$ cat src/rtl/cla_wide_seq.sv
// cla_wide_seq: wide adder that runs NWORDS passes through one external W-bit CLA.
// The operands are captured on accept. Slices are fed to the adder LSW first, and
// the carry is chained through a register. The result is held until the consumer
// takes it.
// Optional feature macro: CLA_WIDE_SEQ_SUB_EN. It adds sub_in and computes A - B
// as A + ~B + 1.
module cla_wide_seq #(
    parameter  int W      = 128,
    parameter  int NWORDS = 4,
    localparam int N      = W * NWORDS
) (
    input  logic         clk,
    input  logic         rst_n,
    input  logic         in_valid,
    output logic         in_ready,
    input  logic [N-1:0] a_in,
    input  logic [N-1:0] b_in,
    input  logic         ci_in,
`ifdef CLA_WIDE_SEQ_SUB_EN
    input  logic         sub_in,
`endif
    output logic         out_valid,
    input  logic         out_ready,
    output logic [N-1:0] sum_out,
    output logic         cout_out,
    output logic         busy,
    output logic [W-1:0] add_a,
    output logic [W-1:0] add_b,
    output logic         add_ci,
    input  logic [W-1:0] add_s,
    input  logic         add_co
);

    localparam int          KW    = (NWORDS > 1) ? $clog2(NWORDS) : 1;
    localparam logic [KW-1:0] KLAST = KW'(NWORDS - 1);

    typedef enum logic [1:0] {IDLE, RUN, DONE} state_e;

    state_e                      state_q;
    logic [NWORDS-1:0][W-1:0]    a_q, b_q;
    logic [NWORDS-1:0][W-1:0]    sum_q;
    logic                        carry_q;
    logic                        cout_q;
    logic [KW-1:0]               k_q;
    logic                        run;

    // Operand conditioning on accept. Subtract folds into add by inverting B and forcing carry-in.
    logic [N-1:0] b_cap_d;
    logic         ci_cap_d;
`ifdef CLA_WIDE_SEQ_SUB_EN
    assign b_cap_d  = sub_in ? ~b_in : b_in;
    assign ci_cap_d = sub_in ? 1'b1  : ci_in;
`else
    assign b_cap_d  = b_in;
    assign ci_cap_d = ci_in;
`endif

    assign run = (state_q == RUN);

    // Sequencer: accept, step the beat counter and chain the carry, then hold the result for the handshake
    always_ff @(posedge clk or negedge rst_n) begin
        if (!rst_n) begin
            state_q <= IDLE;
            a_q     <= '0;
            b_q     <= '0;
            carry_q <= 1'b0;
            cout_q  <= 1'b0;
            k_q     <= '0;
        end else begin
            case (state_q)
                IDLE: begin
                    if (in_valid) begin
                        a_q     <= a_in;
                        b_q     <= b_cap_d;
                        carry_q <= ci_cap_d;
                        k_q     <= '0;
                        state_q <= RUN;
                    end
                end
                RUN: begin
                    carry_q <= add_co;
                    if (k_q == KLAST) begin
                        cout_q  <= add_co;
                        k_q     <= '0;
                        state_q <= DONE;
                    end else begin
                        k_q <= k_q + KW'(1);
                    end
                end
                DONE: begin
                    if (out_ready) state_q <= IDLE;
                end
                default: state_q <= IDLE;
            endcase
        end
    end

    // Per-slice result capture. Each slice loads only on its own beat, so the others hold.
    for (genvar j = 0; j < NWORDS; j++) begin : g_slice
        logic we;
        assign we = run && (k_q == KW'(j));

        // Writeback of adder sum into slice j
        always_ff @(posedge clk or negedge rst_n) begin
            if (!rst_n)  sum_q[j] <= '0;
            else if (we) sum_q[j] <= add_s;
        end
    end

    // Adder feed is quiet outside RUN so the shared CLA sees zeros when unused
    assign add_a  = run ? a_q[k_q] : '0;
    assign add_b  = run ? b_q[k_q] : '0;
    assign add_ci = run ? carry_q  : 1'b0;

    assign in_ready  = (state_q == IDLE);
    assign out_valid = (state_q == DONE);
    assign busy      = (state_q != IDLE);
    assign sum_out   = sum_q;
    assign cout_out  = cout_q;

endmodule
$ cat config.mk
export PLATFORM = sky130hd
export DESIGN_NAME = cla_wide_seq
export DESIGN_NICKNAME = d
export VERILOG_FILES = /design/src/rtl/cla_wide_seq.sv
export SDC_FILE = /design/constraint.sdc
export NUM_CORES = 2
export LEC_CHECK = 0
export ABC_AREA = 1
export CORE_AREA = 4 4 741 743
export DETAILED_ROUTE_END_ITERATION = 10
export DIE_AREA = 0 0 745 747
export HOLD_SLACK_MARGIN = 0.1
export PLACE_DENSITY = 0.33
export REMOVE_ABC_BUFFERS = 1
export SYNTH_ARGS = -nofsm -noshare
export SYNTH_HDL_FRONTEND = slang
export SYNTH_SLANG_ARGS = --single-unit
$ cat constraint.sdc
create_clock -name clk -period 2 [get_ports clk]
set_input_delay 0.4 -clock clk [delete_from_list [all_inputs] [get_ports clk]]
set_output_delay 0.4 -clock clk [all_outputs]
set_load 0.03 [all_outputs]
# ---- After elaboration in Yosys (flattened, before gate mapping)
# Cells that the tools add are included.
dict set report classes {
  addsub 1
  n_reduce_logical 12
  n_mux 16
  n_eq_ne 8
  magnitude_cmp 1
}
# operator count
set ops {}
lappend ops {{$bmux W128 S2} 2}
lappend ops {{$mux W128} 4}
lappend ops {{$mux W2} 5}
lappend ops {{$eq A2 B2 Y1 const B} 3}
lappend ops {{$pmux W2 S3} 1}
lappend ops {{$reduce_and A2 Y1} 3}
lappend ops {{$eq A2 B1 Y1 const B} 2}
lappend ops {{$logic_and A1 B1 Y1} 4}
lappend ops {{$logic_not A2 Y1} 2}
lappend ops {{$ne A2 B1 Y1 const B} 2}
lappend ops {{$pmux W2 S2} 1}
lappend ops {{$reduce_bool A2 Y1} 2}
lappend ops {{$lt A2 B3 Y1 const B} 1}
lappend ops {{$reduce_and A3 Y1} 1}
lappend ops {{$add A2 B1 Y2 const B} 1}
lappend ops {{$mux W1} 2}
lappend ops {{$ne A2 B2 Y1 const B} 1}
lappend ops {{$pmux W1 S2} 1}
dict set report totals {
  reg_bits 1542
  input_bits 1158
  word_cells 54
  output_inout_bits 773
}

# ---- Depth between registers and ports, before layout
dict set report logic_depth {
  ltp_word 3
  depth_mapped 11
  ltp_nobuf 6
}

# ---- Least setup slack after synthesis
# OpenSTA, ideal clock, no wires.
dict set report synth_path {
  path_kind {reg-to-reg}
  from {reg k_q[0]}
  to {reg sum_q, in the netlist sum_out[107]}
  required_time_ns 1.935
  arrival_ns 2.091
  stages_incl_launch_ff 12
  n_path_buf 5
  period_less_slack_ns 2.155
  setup_ns 0.065
  setup_slack_ns -0.155
  cell_sequence {dfrtp_1 -> inv_2 -> clkbuf_1 -> clkbuf_1 -> ha_1 -> inv_1 -> clkbuf_1 -> nor2_1 -> buf_2 -> buf_2 -> nand2_1 -> nand2_1}
}
dict set report synth_between {
  elab_chain_cells 2
}
# item line_no
set synth_rtl {}
lappend synth_rtl {{start, declared} 44} ;# logic [KW-1:0] k_q;
lappend synth_rtl {{start signal, assigned} 87} ;# k_q <= k_q + KW'(1);
lappend synth_rtl {{$logic_not A2 Y1} 101} ;# assign we = run && (k_q == KW'(j));
lappend synth_rtl {{$logic_and A1 B1 Y1} 101}
lappend synth_rtl {{end signal, assigned by index} 106} ;# else if (we) sum_q[j] <= add_s;
lappend synth_rtl {{end, declared} 41} ;# logic [NWORDS-1:0][W-1:0] sum_q;
# Every way passes these cells.
# A chain may end at the register's enable or synchronous reset.

# ---- Final worst setup path
dict set report layout_path {
  from {reg k_q[0]}
  to {out add_b[62]}
}
dict set report layout_between {
  elab_chain_cells 3
}
# item line_no
set layout_rtl {}
lappend layout_rtl {{$bmux W128 S2} 112} ;# assign add_b = run ? b_q[k_q] : '0;
lappend layout_rtl {{$mux W128 (not written as such)} 112}
lappend layout_rtl {{$mux W128} 112}
lappend layout_rtl {{end, declared} 28} ;# output logic [W-1:0] add_b,
# Every way passes these cells. The select of a mux whose other input is x is not followed.

==> results.py <==
metrics = {
    "sta": {
        "timing_max_transition_violations_final": 0,
        "final.min_clock_period_ns": 3.09,
        "skew_ns": 0.0917,
        "setup_viol": 1243,
        "setup_repair_after_global_routing_missed_its_margin": "true",
        "fin_setup_tns_ns": -554.96,
        "maxSlewHeadroom": 0.467,
        "max_clock_freq_mhz": 323,
        "min_period_over_period": 1.55,
        "setup_slack_ns": -1.09,
        "worst_slew_pin_slew_ns": 0.798,
        "finalHoldViolCount": 0,
    },
    "route": {
        "antenna_violating_nets_post_route": 0,
        "detailroute.via_count": 69300,
        "post-route-drc-count": 0,
        "wl_met2_mm": 219,
        "detail_route.wl_per_cell_um": 22.8,
        "wl_mm": 438,
        "routed.top_layer": "met5",
        "detailroute.wirelength.met3_mm": 29.0,
        "first_pass_iters": 7,
        "wl_met1_mm": 177,
        "avgViaCountPerCell": 3.61,
        "drt_iter0_markers": 3926,
    },
    "clock_tree": {
        "cts_max_path_buffers": 4,
        "cts.root.buffer_cell": "clkbuf_16",
        "worstSkewPairLatency_ns": 0.93,
        "cts_tree": "done",
        "cts-buffers-inserted": 212,
        "clock_sinks": 1542,
        "cts_htree_levels": 4,
        "worst_setup_hold_path_clk_slew_ns": 0.08,
    },
    "worst_setup_path": {
        "critical_path.slowest_cell": "dfrtp_4",
        "worst-endpoint-arrival_ns": 2.69,
        "critical_path_buf_inv_count": 5,
        "worstSetupStartpointType": "register",
        "critical-path-top-delay-family": "buffers and inverters",
        "crit_chain": "buf_12, buf_12, buf_12, nand2_2, nand3_2, a21oi_2, buf_4, buf_6",
        "path_common_cell": "buf_12",
        "worst-path-max-fanout": 40,
        "worst-endpoint-required_ns": 1.60,
        "r2r-start": "k_q[0]",
        "cpPeakStageDelay_ns": 0.57,
        "worstSetupEndpointType": "output pin",
        "timing_worst_setup_path_type": "register to output pin",
        "critical_path_launch_point": "k_q[0]",
    },
    "die": {
        "die_w_um": 745,
        "core_area_sq_mm": 0.543,
        "starting_utilization_of_the_core_area": 0.127,
        "floorplan.die_area_sq_mm": 0.557,
        "rows": 271,
        "die_h_um": 747,
        "boundary_pins": 1931,
    },
    "pwr": {
        "clock_network_fraction_of_design_power": 0.184,
        "p_sw_mw": 101,
        "power.share.switching": 0.457,
        "pwr-share-comb": 0.581,
        "pwr_density_cell_mw_per_mm2": 1800,
        "sequential_power_share": 0.235,
        "internal_power_mw": 120,
        "max_rail_drop_vdd_v": 0.000961,
        "cellLeakagePower_nw": 54.8,
    },
    "finish": {
        "drive_gt1_frac": 0.153,
        "fillCellCount": 59800,
        "fin_nets": 12900,
        "syn2layout_area_growth_pct": 79.3,
        "final_util": 0.227,
    },
    "outcome": {
        "status": "complete, but fails checks",
        "violations": "setup timing",
    },
    "global_route": {
        "grtUsageTotal": 0.149,
        "grt_overflow": 0,
        "grt_start_max_net_pins": 112,
        "grt_first_pass_wirelength_mm": 592,
        "first_global_vias": 73000,
        "antenna_found_initial": 140,
    },
    "placement": {
        "gp_routability_congestion": 0.816,
        "placement.io_buffers": 1930,
        "dp_hpwl_mm": 328,
    },
    "synthesis": {
        "synth_top_flop_cell": "dfrtp_1",
        "most_repeated_cell_in_the_gate_level_netlist_after_synthesis": "nand2_1",
        "synthCells": 8564,
        "yosysTopAreaCell": "dfrtp_1",
        "yosys_warnings": 0,
        "synth.top_cells.by_count": "nand2_1, dfrtp_1, inv_1",
        "synth.lib_cells_used.distinct": 19,
        "synth_enable_flop_cells": 0,
        "synth-async-reset-ratio": 1.00,
        "post_synth_main_area_contributors": "dfrtp_1, nand2_1, inv_1",
        "synth-seq-cells": 1542,
        "netlist.area_leader.share": 0.561,
        "yosysSeqAreaShare": 0.561,
        "syn-mean-instance-area_sq_um": 8.03,
        "syn_area_sq_mm": 0.0688,
    },
    "hold_path": {
        "hp-class": "input port to register",
        "worst_hold_startpoint": "a_in[402]",
    },
    "run": {
        "drv_cap": 0,
    },
}
-- cell usage in the layout, fill, tap and decap left out, drive strengths merged, types with 4 or more instances in the layout --
master	instances
diode	65
nand2	3214
clkdlybuf4s50	1652
clkinvlp	7
inv	1044
dlygate4sd3	917
a21oi	256
o21ai	1410
nor2	7
clkbuf	348
bufinv	19
clkinv	39
ha	4
nand3	513
buf	957
dfrtp	1542
-- routing by layer --
metal / GRT usage / vias to the layer above
li1: - / 33200
met3: 0.0411 / 545
met4: 0.0359 / 56
met1: 0.174 / 33700
met5: 0 / -
met2: 0.266 / 1851
-- cell type report --
| class | instances | area (sq um) | area share |
|---|---|---|---|
| Antenna cell | 65 | 163 | 0.00132 |
| Clock buffer | 317 | 6300 | 0.0511 |
| Clock inverter | 72 | 1090 | 0.00888 |
| Inverter | 1037 | 3950 | 0.0320 |
| Multi-Input combinational cell | 5405 | 25500 | 0.207 |
| Sequential cell | 1542 | 38600 | 0.313 |
| Tap cell | 7234 | 9050 | 0.0734 |
| Timing Repair Buffer | 3558 | 38600 | 0.313 |
-- power groups by stage --
stage | combinational [mW] | sequential, mW | clock, mW
floorplan | 20.3 | 54.9 | 0
global placement | 117 | 52.4 | 0
detailed placement | 117 | 52.5 | 0
CTS | 124 | 52.2 | 42.6
global route | 139 | 53.7 | 43.6
finish | 129 | 52.1 | 40.9
-- worst register-to-register path, cell delays in order, from the launching register on --
cell and delay, ns:
dfrtp_4 0.53, buf_12 0.20, buf_12 0.16, buf_4 0.13
ha_1 0.24, inv_6 0.05, nor2_4 0.62, buf_12 0.32
nand2_1 0.10, nand2_1 0.08
-- sequential cells by signal, summed over array words and instances (netlist names) --
signal,count
k_q,2
state_q,2
a_q,512
sum_out,512
cout_out,1
carry_q,1
b_q,512
-- metrics by stage --
| step | area (sq um) | cells | power, mW | hold slack [ns] | setup slack (ns) |
|---|---|---|---|---|---|
| 5_1_grt | 123000 | 19200 | 237 | 0.125 | -1.28 |
| 6_report | 123000 | 19200 | 222 | 0.188 | -1.09 |
| 3_5_place_dp | 101000 | 17800 | 169 | 0.311 | -0.752 |
| 2_1_floorplan | 65500 | 7984 | 75.2 | 0.104 | -24.02 |
| 4_1_cts | 120000 | 19100 | 218 | 0.100 | -1.39 |
| 3_3_place_gp | 101000 | 17800 | 169 | 0.314 | -0.758 |
-- repair_timing --
item,in CTS,in global routing
gates resized for setup,320,598
hold buffers,918,0
pin swaps,51,131
endpoints found under the hold margin,2298,0
setup endpoints to repair,1355,1557
cloned,15,36
setup buffers,30,33
-- cells by family (layout without fill, tap and decap cells) --
kind of cell | after synthesis | in the layout | share of synthesized area
AO/OA/AOI/OAI | 1667 | 1667 | 0.121
adder cells (fa/ha/maj) | 4 | 4 | 0.000728
buffers and inverters | 1617 | 4984 | 0.103
flip-flops | 1542 | 1542 | 0.561
other | 0 | 65 | 0
AND/OR/NAND/NOR | 3734 | 3734 | 0.213
-- final timing paths --
path / end / cells past startpoint / slack, ns
max in group asynchronous: k_q[1] / 3 / 0.81
min in group asynchronous: sum_out[376] / 3 / 0.31
setup / recovery: add_b[62] / 8 / -1.09
setup reg to reg: sum_out[160] / 9 / -0.53
hold reg to reg: sum_out[193] / 2 / 0.48
hold / removal: a_q[402] / 3 / 0.19
No activity file was read; power rests on OpenSTA's default activity.
